===== config.mk =====
export PLATFORM = sky130hd
export DESIGN_NAME = pixel_output_mixer
export DESIGN_NICKNAME = d
export VERILOG_FILES = /design/src/rtl/video_pkg.sv /design/src/rtl/blink_timer.sv /design/src/rtl/pixel_output_mixer.sv
export SDC_FILE = /design/constraint.sdc
export NUM_CORES = 1
export LEC_CHECK = 0
export BUFFER_PORTS_ARGS = -buffer_cell sky130_fd_sc_hd__buf_2
export CORE_ASPECT_RATIO = 2
export CORE_MARGIN = 8
export CORE_UTILIZATION = 50
export CTS_CLUSTER_DIAMETER = 50
export DETAILED_ROUTE_END_ITERATION = 6
export PLACE_DENSITY = 0.77
export SLEW_MARGIN = 10
export SYNTH_ARGS = -nofsm -noshare
export SYNTH_HDL_FRONTEND = slang
export SYNTH_HIERARCHICAL = 1
export SYNTH_SLANG_ARGS = --single-unit

===== constraint.sdc =====
create_clock -name clk -period 2.7 [get_ports clk]
set_input_delay 0.81 -clock clk [delete_from_list [all_inputs] [get_ports clk]]
set_output_delay 0.81 -clock clk [all_outputs]
set_load 0.02 [all_outputs]

===== src/rtl/video_pkg.sv =====
// Shared video definitions: colour-bit positions, default channel widths
// and a helper that computes the packed tone word width.
package video_pkg;

   localparam int COLOR_RED_BIT   = 0;
   localparam int COLOR_GREEN_BIT = 1;
   localparam int COLOR_BLUE_BIT  = 2;
   localparam int COLOR_W         = 3;

   localparam int DEF_RW = 3;
   localparam int DEF_GW = 3;
   localparam int DEF_BW = 2;

   // Width of the packed {blue, green, red} tone word.
   function automatic int toneWidth(input int rw, input int gw, input int bw);
      return rw + gw + bw;
   endfunction

endpackage


===== src/rtl/blink_timer.sv =====
// Frame-counted blink phase generator.
// A frame tick is a falling edge of vsync_i. The phase toggles once every
// BLINK_FRAMES ticks. Because it only moves on a tick, the phase is constant
// across a frame. With blink_en_i low, the counter is parked at zero and the
// phase reads as 1 (blinking layers shown). The forcing is combinational, so
// the very next pixel after the enable drops is already shown.
module blink_timer #(
   parameter int BLINK_FRAMES = 30
) (
   input  logic clk,
   input  logic rst_n,
   input  logic vsync_i,
   input  logic blink_en_i,
   output logic phase_o
);

   logic       vsyncPrev_q;
   logic [7:0] frameCount_q, frameCount_d;
   logic       phase_q, phase_d;
   logic       frameTick;

   // Detect the start of a frame and work out the next counter/phase values.
   always_comb begin
      frameTick    = vsyncPrev_q & ~vsync_i;
      frameCount_d = frameCount_q;
      phase_d      = phase_q;
      if (!blink_en_i) begin
         frameCount_d = 8'd0;
         phase_d      = 1'b1;
      end else if (frameTick) begin
         if (frameCount_q == 8'(BLINK_FRAMES - 1)) begin
            frameCount_d = 8'd0;
            phase_d      = ~phase_q;
         end else begin
            frameCount_d = frameCount_q + 8'd1;
         end
      end
   end

   // Hold previous vsync, the frame counter and the current phase.
   always_ff @(posedge clk or negedge rst_n) begin
      if (!rst_n) begin
         vsyncPrev_q  <= 1'b1;
         frameCount_q <= 8'd0;
         phase_q      <= 1'b1;
      end else begin
         vsyncPrev_q  <= vsync_i;
         frameCount_q <= frameCount_d;
         phase_q      <= phase_d;
      end
   end

   assign phase_o = phase_q | ~blink_en_i;

endmodule


===== src/rtl/pixel_output_mixer.sv =====
// Final VGA pixel stage: priority layer select with per-layer blink,
// tone masking per channel, blanking, and 2-clock sync alignment.
module pixel_output_mixer
   import video_pkg::*;
#(
   parameter int RW           = DEF_RW,
   parameter int GW           = DEF_GW,
   parameter int BW           = DEF_BW,
   parameter int NLAYERS      = 2,
   parameter int BLINK_FRAMES = 30
) (
   input  logic                         clk,
   input  logic                         rst_n,
   input  logic                         blank_i,
   input  logic                         hsync_i,
   input  logic                         vsync_i,
   input  logic [NLAYERS-1:0]           layer_hit_i,
   input  logic [COLOR_W*NLAYERS-1:0]   layer_color_i,
   input  logic [NLAYERS-1:0]           layer_blink_i,
   input  logic [COLOR_W-1:0]           bg_color_i,
   input  logic [RW+GW+BW-1:0]          tone_i,
   input  logic                         blink_en_i,
   output logic [RW-1:0]                rojo_o,
   output logic [GW-1:0]                verde_o,
   output logic [BW-1:0]                azul_o,
   output logic                         hsync_o,
   output logic                         vsync_o
);

   localparam int TW = toneWidth(RW, GW, BW);

   logic               blinkPhase;
   logic [NLAYERS-1:0] layerVisible;
   logic [COLOR_W-1:0] selColor_d, selColor_q;
   logic [TW-1:0]      tone_q;
   logic               blank_q, hsync_q, vsync_q;
   logic [RW-1:0]      rojo_d, rojo_q;
   logic [GW-1:0]      verde_d, verde_q;
   logic [BW-1:0]      azul_d, azul_q;
   logic               hsyncOut_q, vsyncOut_q;

   blink_timer #(
      .BLINK_FRAMES(BLINK_FRAMES)
   ) uBlinkTimer (
      .clk       (clk),
      .rst_n     (rst_n),
      .vsync_i   (vsync_i),
      .blink_en_i(blink_en_i),
      .phase_o   (blinkPhase)
   );

   // Pick the lowest-index visible layer; the descending loop lets index 0 win.
   always_comb begin
      layerVisible = layer_hit_i & ~(layer_blink_i & {NLAYERS{~blinkPhase}});
      selColor_d   = bg_color_i;
      for (int k = NLAYERS - 1; k >= 0; k--) begin
         if (layerVisible[k]) begin
            selColor_d = layer_color_i[COLOR_W*k +: COLOR_W];
         end
      end
   end

   // Stage 1 register: chosen colour, tone, blank and syncs travel together.
   always_ff @(posedge clk or negedge rst_n) begin
      if (!rst_n) begin
         selColor_q <= '0;
         tone_q     <= '0;
         blank_q    <= 1'b1;
         hsync_q    <= 1'b1;
         vsync_q    <= 1'b1;
      end else begin
         selColor_q <= selColor_d;
         tone_q     <= tone_i;
         blank_q    <= blank_i;
         hsync_q    <= hsync_i;
         vsync_q    <= vsync_i;
      end
   end

   // Mask each tone field by its colour bit and force black while blanking.
   always_comb begin
      rojo_d  = '0;
      verde_d = '0;
      azul_d  = '0;
      if (!blank_q) begin
         if (selColor_q[COLOR_RED_BIT]) begin
            rojo_d = tone_q[RW-1:0];
         end
         if (selColor_q[COLOR_GREEN_BIT]) begin
            verde_d = tone_q[RW+GW-1:RW];
         end
         if (selColor_q[COLOR_BLUE_BIT]) begin
            azul_d = tone_q[TW-1:RW+GW];
         end
      end
   end

   // Stage 2 register: drive the DAC pins and the matching delayed syncs.
   always_ff @(posedge clk or negedge rst_n) begin
      if (!rst_n) begin
         rojo_q     <= '0;
         verde_q    <= '0;
         azul_q     <= '0;
         hsyncOut_q <= 1'b1;
         vsyncOut_q <= 1'b1;
      end else begin
         rojo_q     <= rojo_d;
         verde_q    <= verde_d;
         azul_q     <= azul_d;
         hsyncOut_q <= hsync_q;
         vsyncOut_q <= vsync_q;
      end
   end

   assign rojo_o  = rojo_q;
   assign verde_o = verde_q;
   assign azul_o  = azul_q;
   assign hsync_o = hsyncOut_q;
   assign vsync_o = vsyncOut_q;

endmodule


==> flow_metrics.tcl, run 1 <==
set metrics [dict create \
    status "finished clean" \
    overflow 0 \
    hold_violations 0 \
    setup-tns-final_ps 0 \
    drtAntennaViolNets 0 \
    worst_slack_ps 941.3 \
    fp.dieW_um 52.97 \
    antenna_cells 0 \
    wl_um 2383 \
    crit_type "flip-flop to primary output" \
    synth_seq_cells 34 \
    postCtsHoldBufs 0 \
    path_max_fanout 1 \
    numCtsBuffers 5 \
    leakage_nw 0.7953 \
    final_common_cell "buf_2" \
    place_area_um2 1560 \
    multi_input_area_um2 473.0 \
    maxCapViolations 0 \
    place_congestion 0.8502 \
    cp.required_ps 1890 \
    met2_usage_pct 16.44 \
    pre_cts_ws_ps 826.0 \
    fin_skew_ps 2.849 \
    syn_avg_cell_area_um2 13.40 \
    final_cell_mix "buf_2 (36), dfrtp_1 (27)" \
    grt_pass1_vias 988 \
    slew_headroom_pct 53.94 \
    synth_area_um2 1366 \
    drive_above_1_share_pct 40.97 \
    grt.busiest_layer "met2" \
    cts_setup_buffers 0 \
    start_kind "flip-flop" \
    critPathSlowestCell "dfstp_2" \
    root_buffer "clkbuf_8" \
    via_count 887 \
    fmax_mhz 568.6 \
    grtUsageMet3_pct 4.785 \
    htreeDepth 2 \
    grt.total_usage_pct 11.43 \
    drtPass1Iterations 2 \
    ir_drop_mv 0.6522 \
    fp.dieH_um 89.93 \
    pin_count 37 \
    die-area_um2 4763 \
    drc 0 \
    antenna_found_initial 0 \
    port_buffers 36 \
    use_met1_pct 13.15 \
    grt_first_pass_wirelength_um 4146 \
    viasPerCell 5.127 \
    start_util_pct 51.20 \
    core.rowCount 27 \
    ff_latch_area_um2 859.6 \
    ys_seq_area_share_pct 62.91 \
    postSynthCellCount 102 \
    wl_per_cell_um 13.77 \
    cp_top_family "flip-flops" \
    yosys.cell_types.count 30 \
    cts_tree "built" \
    path_buf_inv 1 \
    min_period_ps 1759 \
    ctsResizeCount 0 \
    clockBufferDepth 2 \
    num-nets-final 172 \
    grt_max_degree 35 \
    clock_sinks 34 \
    finalCritPeriodShare_pct 65.14 \
    final_max_slew_viol_count 0 \
    cts.clk_slew.worst_paths_ps 70 \
    powerDensity_nw_per_um2 697.0 \
    rsz0062_at_grt "false" \
    synth_fp_nets 131 \
    core_um2 2669 \
    worstPathCellList "buf_2" \
    dp_hpwl_um 1828 \
    reg2regPathDepth 5 \
    end_kind "primary output" \
    cp.depth 1 \
    hold_class "flip-flop to flip-flop" \
    clk_latency_ps 280 \
    drtIter0Drc 11 \
    area_delta_synth_final_pct 24.63 \
    worstMarginPinSlew_ps 690.8 \
    worstHoldPathCells 0 \
    fillers 209 \
    timing.critical_path.arrival_ps 950 \
    yosys_warnings 6 \
    fin_area_um2 1703 \
    finalSetupViolCount 0 \
    cpPeakStageDelay_ps 510 \
]
logic make-up (layout without fill, tap and decap cells):
kind of cell / after synthesis / in the layout / share of synthesized area, %
and+or+nand+nor: 38 / 38 / 18.41
DFF: 34 / 34 / 62.91
buffers and inverters: 5 / 47 / 2.472
AOI/OAI and AO/OA: 16 / 16 / 9.891
adders and majority gates: 2 / 2 / 1.831
xor gates and xnor gates: 7 / 7 / 4.487
routing by layer:
metal | routed length, um | part of all wire [%]
met4 | 68 | 2.9
met2 | 1162 | 49
met1 | 928 | 39
met3 | 224 | 9.4
met5 | 0 | 0
sequential cells by signal, summed over array words and instances (netlist names), 2 cells and up:
signal and cells:
rojo_o 3, selColor_q 3, tone_q 8, uBlinkTimer/frameCount_q 8, azul_o 2, verde_o 3
cells in the mapped netlist (all sizes together):
| library cell | number | area share (%) |
|---|---|---|
| a2111oi | 1 | 2.0 |
| a211oi | 2 | 1.1 |
| a21boi | 1 | 0.55 |
| a21oi | 2 | 0.73 |
| a2bb2oi | 3 | 1.9 |
| a32oi | 3 | 1.9 |
| and2 | 7 | 3.2 |
| and2b | 1 | 0.64 |
| and3b | 2 | 1.3 |
| buf | 2 | 1.6 |
| dfrtp | 27 | 49 |
| dfstp | 7 | 13 |
| ha | 2 | 1.8 |
| inv | 3 | 0.82 |
| nand2 | 7 | 1.9 |
| nand2b | 5 | 3.4 |
| nand3 | 2 | 1.1 |
| nand4b | 1 | 0.64 |
| nor2 | 7 | 2.1 |
| nor2b | 2 | 0.92 |
| nor3 | 1 | 0.37 |
| nor4 | 1 | 1.6 |
| o21ai | 3 | 1.1 |
| o31ai | 1 | 0.55 |
| or2b | 1 | 0.82 |
| or3 | 1 | 0.46 |
| xnor2 | 7 | 4.5 |
power by group:
group          switching, mW  internal (mW)  leakage, nW
Sequential           0.00746          0.535        0.420
Clock                  0.173          0.393       0.0714
Combinational         0.0442         0.0336        0.304
path summary, 6_finish.rpt:
kind / to / slack (ps) / startpoint
max in group asynchronous: uBlinkTimer/frameCount_q[3]$_DFFE_PN0P_ / 1690 / rst_n
min reg2reg: hsync_o$_DFF_PN1_ / 350 / hsync_q$_DFF_PN1_
min in group asynchronous: verde_o[2]$_DFF_PN0_ / 560 / rst_n
max reg2reg: uBlinkTimer/frameCount_q[0]$_DFFE_PN0P_ / 1210 / uBlinkTimer/frameCount_q[0]$_DFFE_PN0P_
min: hsync_o$_DFF_PN1_ / 350 / hsync_q$_DFF_PN1_
max: hsync_o / 940 / hsync_o$_DFF_PN1_
final cells by class:
cell class / instances / share of cell area (%)
inverters: 3 / 0.6613
multi-input cells: 63 / 27.77
clock inverters: 2 / 3.527
clock buffers: 6 / 4.849
well taps: 29 / 2.131
repair buffers: 36 / 10.58
flip-flops and latches: 34 / 50.48
through the flow:
stage	hold WS [ps]	instances	power (mW)	util [%]
floorplan	345.2	102	0.5906	-
global placement	346.1	165	0.6286	58.46
detailed placement	347.3	165	0.6316	58.46
CTS	353.6	173	1.202	63.81
global route	363.2	173	1.236	63.81
finish	353.7	173	1.187	63.81
(Power assumes the default switching activity.)
==> run 2: changes to the inputs <==
--- a/config.mk
+++ b/config.mk
@@ -5,13 +5,14 @@
 export SDC_FILE = /design/constraint.sdc
 export NUM_CORES = 1
 export LEC_CHECK = 0
+export ABC_AREA = 1
 export BUFFER_PORTS_ARGS = -buffer_cell sky130_fd_sc_hd__buf_2
 export CORE_ASPECT_RATIO = 2
 export CORE_MARGIN = 8
 export CORE_UTILIZATION = 50
 export CTS_CLUSTER_DIAMETER = 50
 export DETAILED_ROUTE_END_ITERATION = 6
-export PLACE_DENSITY = 0.77
+export PLACE_DENSITY = 0.76
 export SLEW_MARGIN = 10
 export SYNTH_ARGS = -nofsm -noshare
 export SYNTH_HDL_FRONTEND = slang
==> constraint.sdc (replaced) <==
create_clock -name clk -period 1.7 [get_ports clk]
set_input_delay 0.51 -clock clk [delete_from_list [all_inputs] [get_ports clk]]
set_output_delay 0.51 -clock clk [all_outputs]
set_load 0.02 [all_outputs]
==> run 2 against run 1 <==
  * Combinational power grew 110%
  * First-iteration DRC count grew 45%
  * Hold slack lost 110 ps
  * Critical path depth is the same
  * Count of clock-buffer cells in the layout is the same
  * Largest cell class unchanged
  * Synthesized cell count grew 45%
==> flow_metrics.tcl, run 2 <==
set metrics [dict create \
    crit_type "flip-flop to primary output" \
    pwr-share-comb_pct 10.1 \
    drive_above_1_share_pct 34.38 \
    postCtsHoldBufs 0 \
    end_kind "primary output" \
    finalSetupViolCount 0 \
    path_max_fanout 1 \
    grt_max_degree 35 \
    synthFlopType "dfrtp_1" \
    largestRegisters "tone_q (8), uBlinkTimer/frameCount_q (8)" \
    drtIter0Drc 16 \
    htreeDepth 2 \
    synth_seq_cells 34 \
    clkPwrFrac_pct 34.9 \
    viasPerCell 4.760 \
    synth_enable_flop_cells 0 \
    area_delta_synth_final_pct 21.63 \
    fillers 236 \
    clock_sinks 34 \
    antenna_cells 0 \
    worstPathCellList "buf_2" \
    final_cell_mix "nand2_1 (47), buf_2 (36), dfrtp_1 (27), nor2_1 (18), inv_1 (16)" \
    leakage_nw 0.9354 \
    synth_common_cells "nand2_1 (47), dfrtp_1 (27), nor2_1 (18)" \
    drtPass1Iterations 6 \
    overflow 0 \
    wl_um 2814 \
    synth_most_common_cell "nand2_1" \
    fin_skew_ps 4.045 \
    cp.required_ps 1190 \
    fp.dieW_um 53.34 \
    final_common_cell "nand2_1" \
    powerDensity_nw_per_um2 944.1 \
    grtUsageMet3_pct 6.106 \
    yosysTopAreaCellShare_pct 48.47 \
    antenna_found_initial 0 \
    multi_input_area_um2 454.2 \
    ctsResizeCount 0 \
    num-nets-final 220 \
    via_count 1052 \
    clk_latency_ps 280 \
    numCtsBuffers 5 \
    wl_per_cell_um 12.73 \
    ir_drop_mv 0.8359 \
    start_kind "flip-flop" \
    core.rowCount 27 \
    yosys.area.top_type "dfrtp_1" \
    met2_usage_pct 23.03 \
    rsz0062_at_grt "false" \
    cp_top_family "flip-flops" \
    postSynthCellCount 148 \
    cts_tree "built" \
    port_buffers 36 \
    cpPeakStageDelay_ps 510 \
    dp_hpwl_um 2260 \
    slew_headroom_pct 72.45 \
    hold_violations 0 \
    cts.clk_slew.worst_paths_ps 60 \
    cp.depth 1 \
    cts_setup_buffers 0 \
    swShare_pct 24.82 \
    timing.critical_path.arrival_ps 950 \
    yosys.cell_types.count 17 \
    min_period_ps 1456 \
    ys_async_sr_fraction_pct 100.0 \
    grt.total_usage_pct 13.52 \
    reg2regPathDepth 9 \
    ff_latch_area_um2 859.6 \
    use_met1_pct 12.37 \
    worstMarginPinSlew_ps 413.2 \
    drtAntennaViolNets 0 \
    synth_area_um2 1394 \
    core_um2 2703 \
    syn_avg_cell_area_um2 9.418 \
    finalCritPeriodShare_pct 85.66 \
    setup-tns-final_ps 0 \
    grt_first_pass_wirelength_um 4885 \
    grt_pass1_vias 1154 \
    power.share.sequential_pct 55.1 \
    fmax_mhz 686.7 \
    switchingPower_mw 0.3973 \
    start_util_pct 51.57 \
    drc 0 \
    fin_area_um2 1695 \
    internal_power_mw 1.203 \
    place_congestion 0.7838 \
    place_area_um2 1613 \
    ys_seq_area_share_pct 61.67 \
    critPathSlowestCell "dfstp_2" \
    maxCapViolations 0 \
    grt.busiest_layer "met2" \
    clockBufferDepth 2 \
    path_buf_inv 1 \
    status "finished clean" \
    pin_count 37 \
    synth_fp_nets 177 \
    final_max_slew_viol_count 0 \
    yosys_warnings 6 \
    hold_class "input port to asynchronous set/reset pin" \
    synth.area.top_cells "dfrtp_1 (48%), dfstp_2 (13%), nand2_1 (13%)" \
    die-area_um2 4836 \
    root_buffer "clkbuf_8" \
    fp.dieH_um 90.67 \
]
==> run 2: area by class of cell <==
class	count	area share, %
clock inverter	2	0.5904
multi-input combinational	93	26.79
clock buffer	6	4.280
inverter	20	4.428
tap	29	2.140
timing repair buffer	37	11.07
sequential	34	50.70
==> run 2: power by group through the flow <==
stage	combinational, mW	sequential, mW	clock (mW)
6_report	0.161	0.881	0.558
5_1_grt	0.184	0.886	0.616
4_1_cts	0.165	0.881	0.580
3_5_place_dp	0.165	0.896	0
3_3_place_gp	0.154	0.893	0
2_1_floorplan	0.0704	0.905	0
==> run 2: routing by layer <==
| layer | vias to the layer above | share of wire (%) |
|---|---|---|
| met5 | - | 0 |
| li1 | 525 | - |
| met4 | 0 | 2.6 |
| met1 | 485 | 35 |
| met3 | 7 | 7.5 |
| met2 | 35 | 55 |
==> run 2: worst paths after layout <==
kind	start	to	slack, ps
setup / recovery	vsync_o$_DFF_PN1_	vsync_o	240
hold / removal	rst_n	uBlinkTimer/frameCount_q[5]$_DFFE_PN0P_	240
setup reg to reg	uBlinkTimer/frameCount_q[1]$_DFFE_PN0P_	uBlinkTimer/frameCount_q[3]$_DFFE_PN0P_	430
hold reg to reg	hsync_q$_DFF_PN1_	hsync_o$_DFF_PN1_	360
max in group asynchronous	rst_n	hsync_o$_DFF_PN1_	1130
min in group clk	hsync_i	hsync_q$_DFF_PN1_	320
==> run 2: cells by family (layout without fill, tap and decap cells) <==
logic type,after synthesis,in the layout,synth area share (%)
adder cells (fa/ha/maj),2,2,1.795
buffers and inverters,21,65,5.745
AND/OR/NAND/NOR,88,88,28.90
XOR/XNOR,3,3,1.885
flip-flops,34,34,61.67
==> run 2: worst reg2reg max path: cells and delay by family, from the launching register on <==
kind | cells | cell delay, ps
AND/OR/NAND/NOR | 6 | 460
flip-flops | 1 | 420
adder cells (fa/ha/maj) | 1 | 130
buffers and inverters | 2 | 160
==> run 2: stage by stage <==
stage / power (mW) / instances / hold slack, ps / setup slack, ps / utilization, %
after floorplan: 0.9756 / 148 / 214.4 / 462.4 / -
after global placement: 1.047 / 213 / 346.3 / 243.9 / 59.68
after detailed placement: 1.061 / 213 / 347.5 / 180.6 / 59.68
after CTS: 1.626 / 221 / 245.0 / 223.7 / 62.73
after global routing: 1.686 / 221 / 274.5 / 213.1 / 62.73
final: 1.601 / 221 / 239.3 / 243.7 / 62.73
